`src/rtl/merge_parallel_n.sv`:
```
// N-channel parallel merge: one holding slot per channel, registered output beat.
// Optional handshake counter port merge_cnt is enabled by MERGE_PARALLEL_N_CNT_EN.
module merge_parallel_n #(
  parameter int NUM_CH   = 2,
  parameter int CH_WIDTH = 8
) (
  input  logic                       clk,
  input  logic                       areset,
  input  logic [NUM_CH-1:0]          s_valid,
  output logic [NUM_CH-1:0]          s_ready,
  input  logic [NUM_CH*CH_WIDTH-1:0] s_data,
  output logic                       m_valid,
  input  logic                       m_ready,
  output logic [NUM_CH*CH_WIDTH-1:0] m_data
`ifdef MERGE_PARALLEL_N_CNT_EN
  ,
  output logic [15:0]                merge_cnt
`endif
);

  localparam int DW = NUM_CH * CH_WIDTH;

  logic [NUM_CH-1:0] full_r;
  logic [NUM_CH-1:0] full_nxt;
  logic [DW-1:0]     slot_r;
  logic [DW-1:0]     slot_nxt;
  logic              m_valid_r;
  logic              m_valid_nxt;
  logic [DW-1:0]     m_data_r;
  logic [DW-1:0]     m_data_nxt;
  logic              out_free_s;
  logic              fire_s;
  logic [NUM_CH-1:0] accept_s;

  // Merge condition and per-channel handshake; a slot reopens in the cycle it drains.
  always_comb begin
    out_free_s = ~m_valid_r | m_ready;
    fire_s     = (&full_r) & out_free_s;
    s_ready    = ~full_r | {NUM_CH{fire_s}};
    accept_s   = s_valid & s_ready;
  end

  // Slot next state: a same-edge accept wins over the drain caused by fire.
  always_comb begin
    full_nxt = full_r;
    slot_nxt = slot_r;
    for (int i = 0; i < NUM_CH; i++) begin
      if (accept_s[i]) begin
        full_nxt[i]                      = 1'b1;
        slot_nxt[i*CH_WIDTH +: CH_WIDTH] = s_data[i*CH_WIDTH +: CH_WIDTH];
      end else if (fire_s) begin
        full_nxt[i] = 1'b0;
      end else begin
        full_nxt[i] = full_r[i];
      end
    end
  end

  // Output stage next state; m_data only changes on fire, so it holds under stall.
  always_comb begin
    m_valid_nxt = m_valid_r;
    m_data_nxt  = m_data_r;
    if (fire_s) begin
      m_valid_nxt = 1'b1;
      m_data_nxt  = slot_r;
    end else if (m_ready) begin
      m_valid_nxt = 1'b0;
    end else begin
      m_valid_nxt = m_valid_r;
    end
  end

  // State registers; reset discards any partially collected beat.
  always_ff @(posedge clk or posedge areset) begin
    if (areset) begin
      full_r    <= {NUM_CH{1'b0}};
      slot_r    <= {DW{1'b0}};
      m_valid_r <= 1'b0;
      m_data_r  <= {DW{1'b0}};
    end else begin
      full_r    <= full_nxt;
      slot_r    <= slot_nxt;
      m_valid_r <= m_valid_nxt;
      m_data_r  <= m_data_nxt;
    end
  end

  assign m_valid = m_valid_r;
  assign m_data  = m_data_r;

`ifdef MERGE_PARALLEL_N_CNT_EN
  logic [15:0] cnt_r;

  // Output handshake counter, wraps naturally at 16 bits.
  always_ff @(posedge clk or posedge areset) begin
    if (areset) begin
      cnt_r <= 16'd0;
    end else if (m_valid_r & m_ready) begin
      cnt_r <= cnt_r + 16'd1;
    end else begin
      cnt_r <= cnt_r;
    end
  end

  assign merge_cnt = cnt_r;
`endif

endmodule
```
`config.mk`:
```
export PLATFORM = sky130hd
export DESIGN_NAME = merge_parallel_n
export DESIGN_NICKNAME = d
export VERILOG_FILES = /design/src/rtl/merge_parallel_n.sv
export SDC_FILE = /design/constraint.sdc
export NUM_CORES = 1
export LEC_CHECK = 0
export ABC_AREA = 1
export ABC_CLOCK_PERIOD_IN_PS = 1100
export CAP_MARGIN = 0
export CORE_AREA = 2 2 63 65
export DETAILED_ROUTE_END_ITERATION = 6
export DIE_AREA = 0 0 65 67
export HOLD_SLACK_MARGIN = 0.06
export PLACE_DENSITY = 0.8
export SLEW_MARGIN = 20
export SYNTH_ARGS = -nofsm -noshare
export SYNTH_HDL_FRONTEND = slang
export SYNTH_SLANG_ARGS = --single-unit
```
`constraint.sdc`:
```
create_clock -name clk -period 1.1 [get_ports clk]
set_clock_uncertainty 0.1 [all_clocks]
set_input_delay 0.275 -clock clk [delete_from_list [all_inputs] [get_ports clk]]
set_output_delay 0.275 -clock clk [all_outputs]
set_load 0.05 [all_outputs]
```
==> results.json <==
{
  "status": "finished, violations left",
  "violations": "setup timing",
  "tightest_slew_ns": 0.400,
  "critPathKind": "register to primary output",
  "avgRoutedWirePerCell_um": 14.6,
  "place_hpwl_mm": 2.30,
  "fin_ws_ns": -0.405,
  "synth.distinct_cells": 9,
  "die_w_um": 65,
  "area_delta_synth_final_pct": 86.1,
  "firstDrtPassIters": 4,
  "cp_max_fo": 3,
  "clk_latency_ns": 0.27,
  "period_share_pct": 137,
  "power_uw": 8890,
  "syn_nets": 172,
  "initial_core_util_pct": 38.6,
  "ir_worst_vdd_mv": 1.56,
  "place.port_buffers": 39,
  "drt_iter0_markers": 69,
  "required_ns": 0.72,
  "r2r_cells": 9,
  "rsz0062_at_grt": "true",
  "drc": 0,
  "worst_ep_arrival_time_ns": 1.13,
  "cts-htree-levels": 2,
  "powerDensity_nw_per_um2": 3430,
  "period_needed_ns": 1.51,
  "setup_violations": 53,
  "synth.avg_cell_area_um2": 9.22,
  "grt_pass1_vias": 1359,
  "fmax_ghz": 0.664,
  "dp_slack_ns": -0.487,
  "hold_class": "input port to async pin",
  "r2r_slack_ns": -0.32,
  "r2r_start": "full_r[1]$_DFFE_PP0P_",
  "antenna_cells": 0,
  "startpoint": "full_r[1]$_DFFE_PP0P_",
  "ant_nets": 0,
  "rows": 22,
  "clkTransAtPathRegs_ns": 0.07,
  "viasPerCell": 4.89,
  "hold_violations": 0,
  "grt_max_degree": 19,
  "routed_wl_mm": 4.04,
  "die_h_um": 67,
  "clock-sinks": 35,
  "yosysWarnings": 0,
  "cts_tree": "yes",
  "synth_top_cell_by_area": "dfrtp_1",
  "synthTopCellsByArea": "dfrtp_1 (63%), nand2_1 (18%), nand3_1 (12%), nand2_2 (2.2%), buf_2 (1.8%)",
  "grt_overflow_total": 0,
  "netlist_area_um2": 1390,
  "gp_congestion": 0.829,
  "core_area_um2": 3610,
  "drive_gt1_share_pct": 40.4,
  "r2r-end": "slot_r[6]$_DFFE_PP0P_",
  "ctsRootBufferMaster": "clkbuf_8",
  "die-area_um2": 4360,
  "grt_pass1_wl_mm": 6.01,
  "synth_seq_area_share_pct": 62.9,
  "drv_cap": 0,
  "worst_slew_margin_rel_pct": 73.2,
  "p_leak_uw": 0.00129,
  "via_count": 1350,
  "final_nets": 248,
  "critPathCaptureType": "primary output",
  "synth_top_area_share_pct": 62.9,
  "synth-seq-cells": 35,
  "clk_path_buf_depth": 2,
  "antenna_found_initial": 0,
  "crit_path_start_kind": "register",
  "cts_buffers": 5,
  "drv_slew": 0,
  "grt_use_total_pct": 18.4,
  "io_pins": 40,
  "synthCells": 151
}
cells in the final DEF (no fill, tap or decap), drive strengths merged:
cell           netlist  routed
clkinvlp             0       1
clkinv               0       1
nand2               74      76
buf                  7      53
dlygate4sd2          0       1
inv                  3       2
clkdlybuf4s50        0      19
nand3               32      32
clkbuf               0       8
dfrtp               35      35
worst max-delay path by stage:
stage | endpoint | slack [ns] | cells past startpoint
2_1_floorplan | s_ready[0] | -0.26 | 4
3_3_place_gp | s_ready[0] | -0.47 | 6
3_5_place_dp | s_ready[0] | -0.49 | 6
4_1_cts | s_ready[1] | -0.39 | 5
5_1_grt | s_ready[0] | -0.45 | 5
6_report | s_ready[0] | -0.41 | 5
synth_stat cells (all sizes together):
master and number:
buf 7, dfrtp 35, inv 3, nand2 74, nand3 32
per-stage QoR:
stage / hold WS, ns / area, um2 / instances / TNS (ns) / utilization, %
after floorplan: 0.122 / 1470 / 151 / -5.67 / -
after global placement: 0.355 / 2190 / 246 / -14.54 / 60.7
after detailed placement: 0.360 / 2190 / 246 / -15.51 / 60.7
after CTS: 0.149 / 2440 / 267 / -7.96 / 67.7
after global routing: 0.174 / 2590 / 276 / -12.23 / 71.9
final: 0.149 / 2590 / 276 / -10.09 / 71.9
cell type report:
| type | count | area (um2) |
|---|---|---|
| Multi-Input combinational cell | 108 | 631 |
| Tap cell | 48 | 60.1 |
| Clock buffer | 7 | 76.3 |
| Fill cell | 221 | 1010 |
| Timing Repair Buffer | 74 | 923 |
| Clock inverter | 1 | 5.00 |
| Sequential cell | 35 | 878 |
| Inverter | 3 | 17.5 |
repair_timing:
action	in CTS	in global routing
cloned	2	1
hold buffers	0	0
setup endpoints to repair	54	53
pin swaps	12	6
gates resized for setup	18	17
buffers inserted	11	9
metal layers:
layer  global-route usage [%]  vias up  share of wire (%)
met4                     10.1        0                1.9
met2                     31.3       51                 54
li1                         -      638                  -
met5                        0        -                  0
met3                     3.89        8                4.7
met1                     21.8      653                 39
worst max-delay path, stage by stage, from the launching register on:
cell	delay, ns
dfrtp_1	0.42
nand2_4	0.10
inv_4	0.05
nand2_8	0.09
nand2_8	0.06
buf_12	0.14
report_power, final:
part	total (uW)	switching (uW)	internal [uW]
Clock	853	410	443
Combinational	5620	2890	2730
Sequential	2420	515	1900
flip-flops by register name (all words and copies together) (netlist names):
signal / flops
m_data: 16
slot_r: 16
full_r: 2
m_valid: 1
cell families after synthesis:
group	Yosys count	share of synthesized area, %
buffers and inverters	10	4.22
AND/OR/NAND/NOR	106	32.9
flip-flops	35	62.9
Note: power is estimated with default switching activity, not from simulation.
